**src/rtl/decode_queue_pkg.sv**
```systemverilog
// RV32I encodings and decoded-entry types shared by decode_queue and decoder_rv32i.
package decode_queue_pkg;

   typedef logic [31:0] bus32_t;
   typedef logic [31:0] instruction_t;

   localparam logic [6:0] OP_ALU_I = 7'b0010011;
   localparam logic [6:0] OP_ALU   = 7'b0110011;
   localparam logic [6:0] OP_LUI   = 7'b0110111;
   localparam logic [6:0] OP_AUIPC = 7'b0010111;
   localparam logic [6:0] OP_LOAD  = 7'b0000011;
   localparam logic [6:0] OP_STORE = 7'b0100011;

   localparam logic [2:0] F3_ADD  = 3'b000;
   localparam logic [2:0] F3_SLL  = 3'b001;
   localparam logic [2:0] F3_SLT  = 3'b010;
   localparam logic [2:0] F3_SLTU = 3'b011;
   localparam logic [2:0] F3_XOR  = 3'b100;
   localparam logic [2:0] F3_SR   = 3'b101;
   localparam logic [2:0] F3_OR   = 3'b110;
   localparam logic [2:0] F3_AND  = 3'b111;
   localparam logic [2:0] F3_LB   = 3'b000;
   localparam logic [2:0] F3_LH   = 3'b001;
   localparam logic [2:0] F3_LW   = 3'b010;
   localparam logic [2:0] F3_LBU  = 3'b100;
   localparam logic [2:0] F3_LHU  = 3'b101;
   localparam logic [2:0] F3_SB   = 3'b000;
   localparam logic [2:0] F3_SH   = 3'b001;
   localparam logic [2:0] F3_SW   = 3'b010;

   localparam logic [6:0] F7_BASE = 7'h00;
   localparam logic [6:0] F7_ALT  = 7'h20;

   typedef enum logic [3:0] {ADD, SUB, SLL, SLT, SLTU, XOR, SRL, SRA, OR, AND} alu_op_t;
   typedef enum logic {RS1, PC}  op_a_sel_t;
   typedef enum logic {RS2, IMM} op_b_sel_t;
   typedef enum logic {ALU, MEM} res_sel_t;

   typedef struct packed {
      bus32_t       pc;
      instruction_t instr;
      logic [4:0]   addr_rs1;
      logic [4:0]   addr_rs2;
      logic [4:0]   addr_rd;
      logic         we;
      op_a_sel_t    op_a_sel;
      op_b_sel_t    op_b_sel;
      alu_op_t      alu_op;
      res_sel_t     res_sel;
      logic         mem_we;
   } instr_data_t;

   // Base (func7 0x00) mapping; shifts right default to logical.
   function automatic alu_op_t f3_to_alu(input logic [2:0] f3);
      case (f3)
         F3_ADD:  return ADD;
         F3_SLL:  return SLL;
         F3_SLT:  return SLT;
         F3_SLTU: return SLTU;
         F3_XOR:  return XOR;
         F3_SR:   return SRL;
         F3_OR:   return OR;
         default: return AND;
      endcase
   endfunction

endpackage

```
**src/rtl/decode_queue_decoder.sv**
```systemverilog
// Combinational RV32I ALU/upper-immediate/load-store decoder; illegal encodings become NOPs.
// o_illegal exists only when DECODE_ILLEGAL_FLAG_EN is defined.
module decoder_rv32i
   import decode_queue_pkg::*;
(
   input  bus32_t       i_pc,
   input  instruction_t i_instr,
`ifdef DECODE_ILLEGAL_FLAG_EN
   output logic         o_illegal,
`endif
   output instr_data_t  o_decoded
);

   logic [6:0] w_opcode;
   logic [2:0] w_f3;
   logic [6:0] w_f7;
   logic       w_illegal;

   assign w_opcode = i_instr[6:0];
   assign w_f3     = i_instr[14:12];
   assign w_f7     = i_instr[31:25];

   always_comb begin
      o_decoded          = '0;
      o_decoded.pc       = i_pc;
      o_decoded.instr    = i_instr;
      o_decoded.addr_rs1 = i_instr[19:15];
      o_decoded.addr_rs2 = i_instr[24:20];
      o_decoded.addr_rd  = i_instr[11:7];
      w_illegal          = 1'b0;

      case (w_opcode)
         OP_ALU_I: begin
            o_decoded.we       = 1'b1;
            o_decoded.op_b_sel = IMM;
            case (w_f3)
               F3_SLL: begin
                  o_decoded.alu_op = SLL;
                  w_illegal        = (w_f7 != F7_BASE);
               end
               F3_SR: begin
                  if (w_f7 == F7_BASE)     o_decoded.alu_op = SRL;
                  else if (w_f7 == F7_ALT) o_decoded.alu_op = SRA;
                  else                     w_illegal = 1'b1;
               end
               default: o_decoded.alu_op = f3_to_alu(w_f3);
            endcase
         end
         OP_ALU: begin
            o_decoded.we = 1'b1;
            if (w_f7 == F7_BASE) begin
               o_decoded.alu_op = f3_to_alu(w_f3);
            end else if (w_f7 == F7_ALT) begin
               case (w_f3)
                  F3_ADD:  o_decoded.alu_op = SUB;
                  F3_SR:   o_decoded.alu_op = SRA;
                  default: w_illegal = 1'b1;
               endcase
            end else begin
               w_illegal = 1'b1;
            end
         end
         OP_LUI: begin
            o_decoded.we       = 1'b1;
            o_decoded.addr_rs1 = 5'd0;
            o_decoded.op_b_sel = IMM;
         end
         OP_AUIPC: begin
            o_decoded.we       = 1'b1;
            o_decoded.op_a_sel = PC;
            o_decoded.op_b_sel = IMM;
         end
         OP_LOAD: begin
            o_decoded.we       = 1'b1;
            o_decoded.op_b_sel = IMM;
            o_decoded.res_sel  = MEM;
            case (w_f3)
               F3_LB, F3_LH, F3_LW, F3_LBU, F3_LHU: ;
               default: w_illegal = 1'b1;
            endcase
         end
         OP_STORE: begin
            o_decoded.addr_rd  = 5'd0;
            o_decoded.op_b_sel = IMM;
            o_decoded.res_sel  = MEM;
            o_decoded.mem_we   = 1'b1;
            w_illegal = (w_f3 != F3_SB) && (w_f3 != F3_SH) && (w_f3 != F3_SW);
         end
         default: w_illegal = 1'b1;
      endcase

      // Illegal encodings collapse to a harmless NOP, keeping pc/instr for debug.
      if (w_illegal) begin
         o_decoded.we       = 1'b0;
         o_decoded.mem_we   = 1'b0;
         o_decoded.addr_rs1 = 5'd0;
         o_decoded.addr_rs2 = 5'd0;
         o_decoded.addr_rd  = 5'd0;
         o_decoded.op_a_sel = RS1;
         o_decoded.op_b_sel = RS2;
         o_decoded.alu_op   = ADD;
         o_decoded.res_sel  = ALU;
      end
   end

`ifdef DECODE_ILLEGAL_FLAG_EN
   assign o_illegal = w_illegal;
`endif

endmodule

```
**src/rtl/decode_queue.sv**
```systemverilog
// Decode stage: decodes on push and buffers entries in a DEPTH-deep FIFO with flush.
// Optional per-entry illegal flag and illegal_o port under DECODE_ILLEGAL_FLAG_EN.
module decode_queue
   import decode_queue_pkg::*;
#(
   parameter int DEPTH = 4
)(
   input  logic                   clk_i,
   input  logic                   rst_i,
   input  logic                   flush_i,
   input  logic                   valid_i,
   output logic                   ready_o,
   input  bus32_t                 pc_i,
   input  instruction_t           instr_i,
   output logic                   valid_o,
   input  logic                   ready_i,
   output instr_data_t            instr_decoded_o,
`ifdef DECODE_ILLEGAL_FLAG_EN
   output logic                   illegal_o,
`endif
   output logic [$clog2(DEPTH):0] count_o
);

   localparam int PTR_W = $clog2(DEPTH);
   localparam int CNT_W = PTR_W + 1;

   instr_data_t      r_mem [DEPTH];
   logic [PTR_W-1:0] r_wr_ptr;
   logic [PTR_W-1:0] r_rd_ptr;
   logic [CNT_W-1:0] r_count;
   instr_data_t      w_decoded;
   logic             w_push;
   logic             w_pop;

`ifdef DECODE_ILLEGAL_FLAG_EN
   logic             r_illegal [DEPTH];
   logic             w_illegal;
`endif

   decoder_rv32i u_decoder (
      .i_pc      (pc_i),
      .i_instr   (instr_i),
`ifdef DECODE_ILLEGAL_FLAG_EN
      .o_illegal (w_illegal),
`endif
      .o_decoded (w_decoded)
   );

   // Status comes from registered state only; no full-queue bypass.
   assign ready_o = (r_count < CNT_W'(DEPTH));
   assign valid_o = (r_count != '0);
   assign w_push  = valid_i && ready_o && !flush_i;
   assign w_pop   = valid_o && ready_i && !flush_i;

   always_ff @(posedge clk_i or posedge rst_i) begin
      if (rst_i) begin
         for (int i = 0; i < DEPTH; i++) begin
            r_mem[i] <= '0;
`ifdef DECODE_ILLEGAL_FLAG_EN
            r_illegal[i] <= 1'b0;
`endif
         end
      end else if (w_push) begin
         r_mem[r_wr_ptr] <= w_decoded;
`ifdef DECODE_ILLEGAL_FLAG_EN
         r_illegal[r_wr_ptr] <= w_illegal;
`endif
      end
   end

   always_ff @(posedge clk_i or posedge rst_i) begin
      if (rst_i) begin
         r_wr_ptr <= '0;
         r_rd_ptr <= '0;
         r_count  <= '0;
      end else if (flush_i) begin
         r_wr_ptr <= '0;
         r_rd_ptr <= '0;
         r_count  <= '0;
      end else begin
         if (w_push) r_wr_ptr <= r_wr_ptr + PTR_W'(1);
         if (w_pop)  r_rd_ptr <= r_rd_ptr + PTR_W'(1);
         case ({w_push, w_pop})
            2'b10:   r_count <= r_count + CNT_W'(1);
            2'b01:   r_count <= r_count - CNT_W'(1);
            default: r_count <= r_count;
         endcase
      end
   end

   assign instr_decoded_o = r_mem[r_rd_ptr];
   assign count_o         = r_count;

`ifdef DECODE_ILLEGAL_FLAG_EN
   assign illegal_o = valid_o && r_illegal[r_rd_ptr];
`endif

endmodule

```
**config.mk**
```make
export PLATFORM = sky130hd
export DESIGN_NAME = decode_queue
export DESIGN_NICKNAME = d
export VERILOG_FILES = /design/src/rtl/decode_queue_pkg.sv /design/src/rtl/decode_queue_decoder.sv /design/src/rtl/decode_queue.sv
export SDC_FILE = /design/constraint.sdc
export NUM_CORES = 1
export LEC_CHECK = 0
export BUFFER_PORTS_ARGS = -buffer_cell sky130_fd_sc_hd__buf_2
export CORE_UTILIZATION = 45
export DETAILED_ROUTE_END_ITERATION = 6
export PLACE_DENSITY = 0.72
export SYNTH_ARGS = -nofsm -noshare
export SYNTH_HDL_FRONTEND = slang
export SYNTH_HIERARCHICAL = 1
export SYNTH_SLANG_ARGS = --single-unit
```
**constraint.sdc**
```tcl
create_clock -name clk_i -period 18.26 [get_ports clk_i]
set_clock_uncertainty 0.05 [all_clocks]
set_input_delay 3.652 -clock clk_i [delete_from_list [all_inputs] [get_ports clk_i]]
set_output_delay 3.652 -clock clk_i [all_outputs]
set_load 0.1 [all_outputs]
```
# Yosys cells after proc, flatten, opt, wreduce, memory -nomap -nowiden
# Index checks and enable logic that the tools add are counted.
dict set report totals {
  mem_bits_ro 0
  mem_bits_rw 0
  input_bits 69
  reg_bits 359
  mem_count 0
  latchBits 0
  output_inout_bits 93
  wordCells 133
}
dict set report classes {
  mul 0
  shift 0
  eq_ne 17
  n_reduce_logical 22
  muxes 37
  addsub 4
  bitwise 2
  n_div 0
  order_cmp 4
}
# op n
set ops {}
lappend ops {{$bwmux 352} 1}
lappend ops {{$mux 88} 3}
lappend ops {{$bmux 88 s2} 1}
lappend ops {{$demux 88 s2} 1}
lappend ops {{$eq 7x6->1 const B} 4}
lappend ops {{$pmux 4 s7} 1}
lappend ops {{$mux 24} 1}
lappend ops {{$pmux 4 s5} 1}
lappend ops {{$pmux 4 s2} 2}
lappend ops {{$reduce_or 5->1} 3}
lappend ops {{$eq 7x5->1 const B} 2}
lappend ops {{$mux 4} 3}
lappend ops {{$pmux 3 s2} 2}
lappend ops {{$mux 1} 11}
lappend ops {{$mux 5} 2}
lappend ops {{$eq 3x3->1 const B} 3}
lappend ops {{$reduce_bool 3->1} 3}
lappend ops {{$mux 2} 4}
lappend ops {{$eq 7x2->1 const B} 1}
lappend ops {{$logic_and 1x1->1} 7}
lappend ops {{$logic_not 7->1} 1}
lappend ops {{$reduce_bool 7->1} 1}
lappend ops {{$eq 3x2->1 const B} 2}
lappend ops {{$ge 3x3->1 const B} 2}
lappend ops {{18 further kinds} 24}

# Logic depth before layout (Yosys ltp)
# Gate-level depths: netlist of run 1.
dict set report logic_depth {
  ltp_word 8
  depth_mapped 8
  ltp_nobuf 7
}

# By module
# The synthesis of run 1 kept the hierarchy.
# module area_per_inst_um2 seq_area_each_um2 instances cells_each
set by_module_without_submodules {}
lappend by_module_without_submodules {decode_queue 16109.2 8983.6 1 910}
lappend by_module_without_submodules {decoder_rv32i 1163.6 0.0 1 165}

# Worst setup path before layout of run 1
# No wires, ideal clock.
dict set report synth_timing {
  kind {register -> output}
  from {register r_count[0] (netlist: count_o[0])}
  to {output valid_o}
  setup_slack_ns 12.709
  t_required_ns 14.558
  path_stages_with_launch 2
  path_buffers 0
  t_arrival_ns 1.849
  cell_sequence {dfrtp_1 or3_1}
}
dict set report synth_via {
  elab_chain_cells 1
}
# element line_no
set synth_lines {}
lappend synth_lines {{start, declared} decode_queue.sv:30} ;# logic [CNT_W-1:0] r_count;
lappend synth_lines {{start signal, assigned} decode_queue.sv:84} ;# 2'b10: r_count <= r_count + CNT_W'(1);
lappend synth_lines {{start signal, assigned} decode_queue.sv:85} ;# 2'b01: r_count <= r_count - CNT_W'(1);
lappend synth_lines {{start signal, assigned} decode_queue.sv:86} ;# default: r_count <= r_count;
lappend synth_lines {{$reduce_bool 3->1} decode_queue.sv:51} ;# assign valid_o = (r_count != '0);
lappend synth_lines {{end, declared} decode_queue.sv:15} ;# output logic valid_o,
# Every way passes these cells.

==> impl_results.md, run 1 <==
* Reg2reg setup slack at 15.09 ns
* TNS Setup at 0 ns
* Residual DRC at 0
* RR Endpoint: r_mem[216]
* DP HPWL at 22700 um
* Vias in the first global route at 10300
* Area leader, netlist: dfrtp_1
* Boundary Pins at 162
* Final antenna-violating net count at 0
* WHS at 0.449 ns
* Final hold vios at 0
* DR iter-0 viols at 388
* Synth top area share at 0.520
* Vias at 9297
* Largest net degree at the start of global routing at 170
* Worst Path Max Fanout at 47
* Synth Flop Type: dfrtp_1
* Crit. End Element: output pin
* Slew HR at 0.261
* Peak VDD IR at 0.134 mV
* Die width at 198 um
* Final period utilization at 0.394
* PortBufs at 161
* MaxCap Viol Count at 0
* Worst Max-Slew Pin Slew at 1.09 ns
* Row count at 71
* Syn-to-layout area delta at 10.3%
* Ant diodes at 0
* Layout cell share with drive strength beyond 1 at 0.588
* H-tree depth at 2
* Ys async rst share at 1.00
* Fmax at 139 MHz
* GRT overflow at 0
* Setup CP Type: register to output pin
* Synthesized area per cell at 16.1 um2
* Hold endpoint: r_mem[49]
* TritonCTS clock tree: yes
* Drt total wl at 36600 um
* Core area at 37800 um2
* Final Wtd Congestion at 0.771
* Most common cell after layout, fill and taps aside: dfrtp_1
* GR Util All Layers at 0.196
* CTS Hold Bufs at 0
* Status: completed
* Initial antenna violation count at 3
* Area of the die at 39200 um2
* Seq/Total Area, Yosys at 0.520
* Clk buf depth at 3
* Yosys warnings at 6
* Cell Pwr Density at 148 nW/um2
* Synth Register Bits at 359
* Critical Path Start Type: register
* Clock Latency Late Sink at 0.56 ns
* First-pass GRT wire length at 58900 um
* Pre-antenna DRT Iters at 4
* Synthesized area at 17300 um2
* WP data required at 14.56 ns
* Postcts setup bufs at 0
* Post-synth cell types at 52
* Sink Count at 359
* Final nets at 1225
* Die outline height at 198 um
* Worst reg2reg path startpoint: count_o[2]
* Worst Hold Class: register to register
* WL per Instance at 21.7 um
* Worst Hold Launch: r_mem[49]
* Slew Limit Fails at 0
* Total CTS buffers at 40
* Leading post-synthesis cells by cell area: dfrtp_1 52%, mux2_2 18%, mux4_2 11%, mux2_4 7.0%, buf_4 3.9%
* RSZ-0062 raised after global routing: no
* Hold depth at 1
* Data arrival, critical path at 3.50 ns
* Final setup fails at 0
* Most frequent cells in the layout: 357 x dfrtp_1, 272 x mux2_2, 161 x buf_2
* Post-synth EDFFs at 0
* Synth Instances at 1075
* Post-cts resize count at 0
* Via density at 5.51
* Net Count, Synth at 1149
* Reg2reg path depth at 5
* Root Driver: clkbuf_16
* Pleak at 8.47 nW
* Tmin final at 7.20 ns
* Initial Utilization at 0.457
* Clk slew on worst S/H paths at 0.06 ns
[synth_stat cells, drive strengths merged, types with 3 or more instances]
cell and count:
nand2 11, nand3 3, dfrtp 359, nor2 13, o21ai 6, o32ai 3, nand2b 6, nor4b 11
mux2 352, buf 122, xnor2 5, a21oi 7, ha 4, nor3 10, xor2 3, inv 8
nor2b 11, nand4 8, clkbuf 16, mux4 88, o211ai 3, and2 5
[worst max-delay path by stage]
| stage | from | to | slack, ns | cells after the start |
|---|---|---|---|---|
| finish | r_rd_ptr[0] | instr_decoded_o[11] | 11.06 | 3 |
| global route | r_rd_ptr[0] | instr_decoded_o[2] | 10.75 | 3 |
| CTS | r_rd_ptr[0] | instr_decoded_o[2] | 10.90 | 3 |
| detailed placement | r_rd_ptr[0] | instr_decoded_o[2] | 11.52 | 3 |
| global placement | r_rd_ptr[0] | instr_decoded_o[1] | 11.50 | 3 |
| floorplan | rst_i | count_o[0] | 4.60 | 1 |
[state kept, by name, indices dropped and copies added (netlist names)]
signal,count
r_rd_ptr,2
r_wr_ptr,2
count_o,3
r_mem,352
[area by class of cell]
class	count	area [um2]
clock buffers	54	1160
clock inverters	12	148
fillers	3213	18700
inverters	8	37.5
multi-input cells	570	7170
flip-flops and latches	359	8990
well taps	511	639
repair buffers	172	901
[kinds of logic (layout without fill, tap and decap cells)]
logic type	after synthesis	after routing	synth area share
buf+inv	146	246	0.0649
fa+ha+maj	5	5	0.00406
xor+xnor	8	8	0.00406
mux	440	440	0.362
flops	359	359	0.520
simple gates	88	88	0.0330
compound gates	29	29	0.0123
[power breakdown]
group,switching (mW),internal [mW]
clock,0.324,0.487
combinational,0.593,0.305
sequential,0.110,0.994
[critical path, cell delays in order (launching register included)]
cell	delay, ns
dfrtp_4	1.06
buf_4	0.81
mux4_2	0.61
buf_2	0.31
[per-layer routing]
metal  part of all wire  track usage  vias up  wire length (um)
met5            0.00096            0        -                35
met4              0.024       0.0686        6               878
met3              0.056       0.0467       62              2050
met2               0.49        0.320      203             17900
met1               0.43        0.255     4977             15800
li1                   -            -     4049                 -
[through the flow]
step | power, mW | instance area [um2] | setup slack, ns | util | cells
6_report | 2.81 | 19000 | 11.06 | 0.505 | 1686
5_1_grt | 2.94 | 19000 | 10.75 | 0.505 | 1686
4_1_cts | 2.84 | 19000 | 10.90 | 0.505 | 1686
3_5_place_dp | 2.02 | 17700 | 11.52 | 0.470 | 1620
3_3_place_gp | 2.00 | 17700 | 11.50 | 0.470 | 1620
2_1_floorplan | 1.91 | 17300 | 4.60 | - | 1075
Power figures use the tool's default switching activity.
==> run 2, diff against run 1 <==
--- a/config.mk
+++ b/config.mk
@@ -8,7 +8,7 @@
 export BUFFER_PORTS_ARGS = -buffer_cell sky130_fd_sc_hd__buf_2
 export CORE_UTILIZATION = 45
 export DETAILED_ROUTE_END_ITERATION = 6
-export PLACE_DENSITY = 0.72
+export PLACE_DENSITY = 0.75
 export SYNTH_ARGS = -nofsm -noshare
 export SYNTH_HDL_FRONTEND = slang
 export SYNTH_HIERARCHICAL = 1
==> constraint.sdc (replaced) <==
create_clock -name clk_i -period 6 [get_ports clk_i]
set_clock_uncertainty 0.05 [all_clocks]
set_input_delay 1.2 -clock clk_i [delete_from_list [all_inputs] [get_ports clk_i]]
set_output_delay 1.2 -clock clk_i [all_outputs]
set_load 0.1 [all_outputs]
==> run 2 against run 1 <==
Against the previous run: combinational power grew to 3.1 times the previous value; cell count grew 0.59%; clock-buffer cell count shrank 3; hold slack gained 0.0011 ns; register-to-register slack lost 12 ns; largest power group unchanged; clock power grew to 3.2 times the previous value; total power grew to 3.1 times the previous value; design area grew 0.85%; via count grew 0.15%; sequential power grew to 3.0 times the previous value.
==> impl_results.md, run 2 (synthesis results as in run 1) <==
* Status: completed
* Syn-to-layout area delta at 11.2%
* Row count at 71 (unchanged)
* Crit-path cells: buf_4 -> mux4_2 -> buf_2
* Vias in the first global route at 10100 (-1.2%)
* Drt total wl at 36500 um (-0.45%)
* Most common cell after layout, fill and taps aside: dfrtp_1
* Setup CP Type: register to output pin
* Most frequent cells in the layout: 357 x dfrtp_1, 272 x mux2_2, 161 x buf_2
* Via density at 5.49 (-0.44%)
* WHS at 0.450 ns (+0.00107 ns)
* Hold depth at 1 (unchanged)
* Final antenna-violating net count at 0 (unchanged)
* Clock Latency Late Sink at 0.55 ns (about the same)
* Area of the die at 39200 um2 (unchanged)
* Sink Count at 359 (unchanged)
* Data arrival, critical path at 2.97 ns (-0.53 ns)
* Reg with most FFs: r_mem
* Largest net degree at the start of global routing at 193 (+14%)
* Critical path depth in cells at 3 (unchanged)
* Worst Hold Launch: r_mem[169]
* First-pass GRT wire length at 57700 um (-2.0%)
* Worst Max-Slew Pin Slew at 1.05 ns (-0.0475 ns)
* Fmax at 237 MHz
* Slew Limit Fails at 0 (unchanged)
* Footprint of the multi-input gates at 7170 um2 (unchanged)
* Initial Utilization at 0.457 (unchanged)
* Die outline height at 198 um (unchanged)
* Fillers at 3109 (-3.2%)
* TNS Setup at 0 ns (unchanged)
* Critical Path Start Type: register
* Cell Pwr Density at 452 nW/um2 (+210%)
* Final Non-Filler Cells at 1696 (+0.59%)
* Final period utilization at 0.703
* Max reg flops at 352 (unchanged)
* Root Driver: clkbuf_16
* CTS Hold Bufs at 0 (unchanged)
* Residual DRC at 0 (unchanged)
* Final Wtd Congestion at 0.753 (-2.3%)
* Total CTS buffers at 40 (unchanged)
* H-tree depth at 2 (unchanged)
* MaxCap Viol Count at 0 (unchanged)
* Initial antenna violation count at 4 (+1)
* Core area at 37800 um2 (unchanged)
* Die width at 198 um (unchanged)
* Peak VDD IR at 0.366 mV (+170%)
* Final hold vios at 0 (unchanged)
* Clk slew on worst S/H paths at 0.06 ns (about the same)
* TritonCTS clock tree: yes
* DP HPWL at 22500 um (-0.56%)
* Worst Hold Class: register to register
* Layout cell share with drive strength beyond 1 at 0.590 (+0.00194)
* Clk buf depth at 3 (unchanged)
* Tmin final at 4.22 ns
* Final setup fails at 0 (unchanged)
* CP top delay family: flip-flops
* Register area at 8990 um2 (unchanged)
* Vias at 9311 (+0.15%)
* CP bufs+invs at 2 (unchanged)
* Worst reg2reg path startpoint: count_o[2]
* PnR worst setup slack at 1.78 ns (-9.28 ns)
* Postcts setup bufs at 0 (unchanged)
* Final nets at 1228 (+0.24%)
* RSZ-0062 raised after global routing: no
* Slew HR at 0.303 (+0.0419)
* Worst Setup SP: r_rd_ptr[0]
* CP max stage delay at 0.96 ns (-0.10 ns)
* GRT overflow at 0 (unchanged)
* Slowest-stage cell, CP: dfrtp_4
* PortBufs at 161 (unchanged)
* Reg2reg path depth at 5 (unchanged)
* WL per Instance at 21.5 um (-1.0%)
* Pleak at 8.52 nW (+0.58%)
* Crit. End Element: output pin
* Worst Path Max Fanout at 39 (-17%)
* Dpl ws at 2.12 ns (-9.40 ns)
* # placed instances at 1623 (+0.19%)
* DR iter-0 viols at 420 (+8.2%)
* GR Util All Layers at 0.192 (-0.00360)
* Pre-antenna DRT Iters at 4 (unchanged)
* WP data required at 4.75 ns (-9.81 ns)
* Boundary Pins at 162 (unchanged)
* Post-cts resize count at 0 (unchanged)
-- run 2: layout make-up --
class,instances,share of cell area
clock buffers,51,0.0580
inverters,8,0.00176
well taps,511,0.0333
diodes,2,0.000261
multi-input cells,570,0.373
repair buffers,175,0.0513
flip-flops and latches,359,0.468
clock inverters,20,0.0143
-- run 2: worst reg2reg max path, delay by kind of cell, from the launching register on --
family | cells | cell delay (ns)
buffers and inverters | 1 | 0.65
flip-flops | 1 | 0.45
multiplexers | 1 | 0.43
AND/OR/NAND/NOR | 3 | 1.27
-- run 2: through the flow --
step	util	power (mW)	area, um2
2_1_floorplan	-	5.81	17300
3_3_place_gp	0.472	6.07	17800
3_5_place_dp	0.472	6.17	17800
4_1_cts	0.509	8.78	19200
5_1_grt	0.509	9.05	19200
6_report	0.509	8.69	19200
-- run 2: power breakdown --
part           total, mW  switching, mW  leakage, nW  internal [mW]
Clock               2.58           1.00        0.670           1.58
Combinational       2.75           1.82         3.22          0.935
Sequential          3.35          0.329         4.63           3.03
Total               8.69           3.15         8.52           5.54
-- run 2: final timing paths --
kind / to / slack (ns)
setup / recovery: instr_decoded_o[82] / 1.78
max in group asynchronous: r_mem[209] / 3.80
setup reg to reg: r_mem[316] / 3.03
hold / removal: r_mem[169] / 0.45
hold reg to reg: r_mem[169] / 0.45
min in group asynchronous: r_mem[1] / 0.68
-- run 2: metal layers --
| metal | track usage | vias to the layer above | part of all wire |
|---|---|---|---|
| met5 | 0 | - | 0.00063 |
| met1 | 0.247 | 4968 | 0.42 |
| met4 | 0.0657 | 4 | 0.025 |
| met3 | 0.0448 | 64 | 0.059 |
| li1 | - | 4057 | - |
| met2 | 0.320 | 218 | 0.49 |
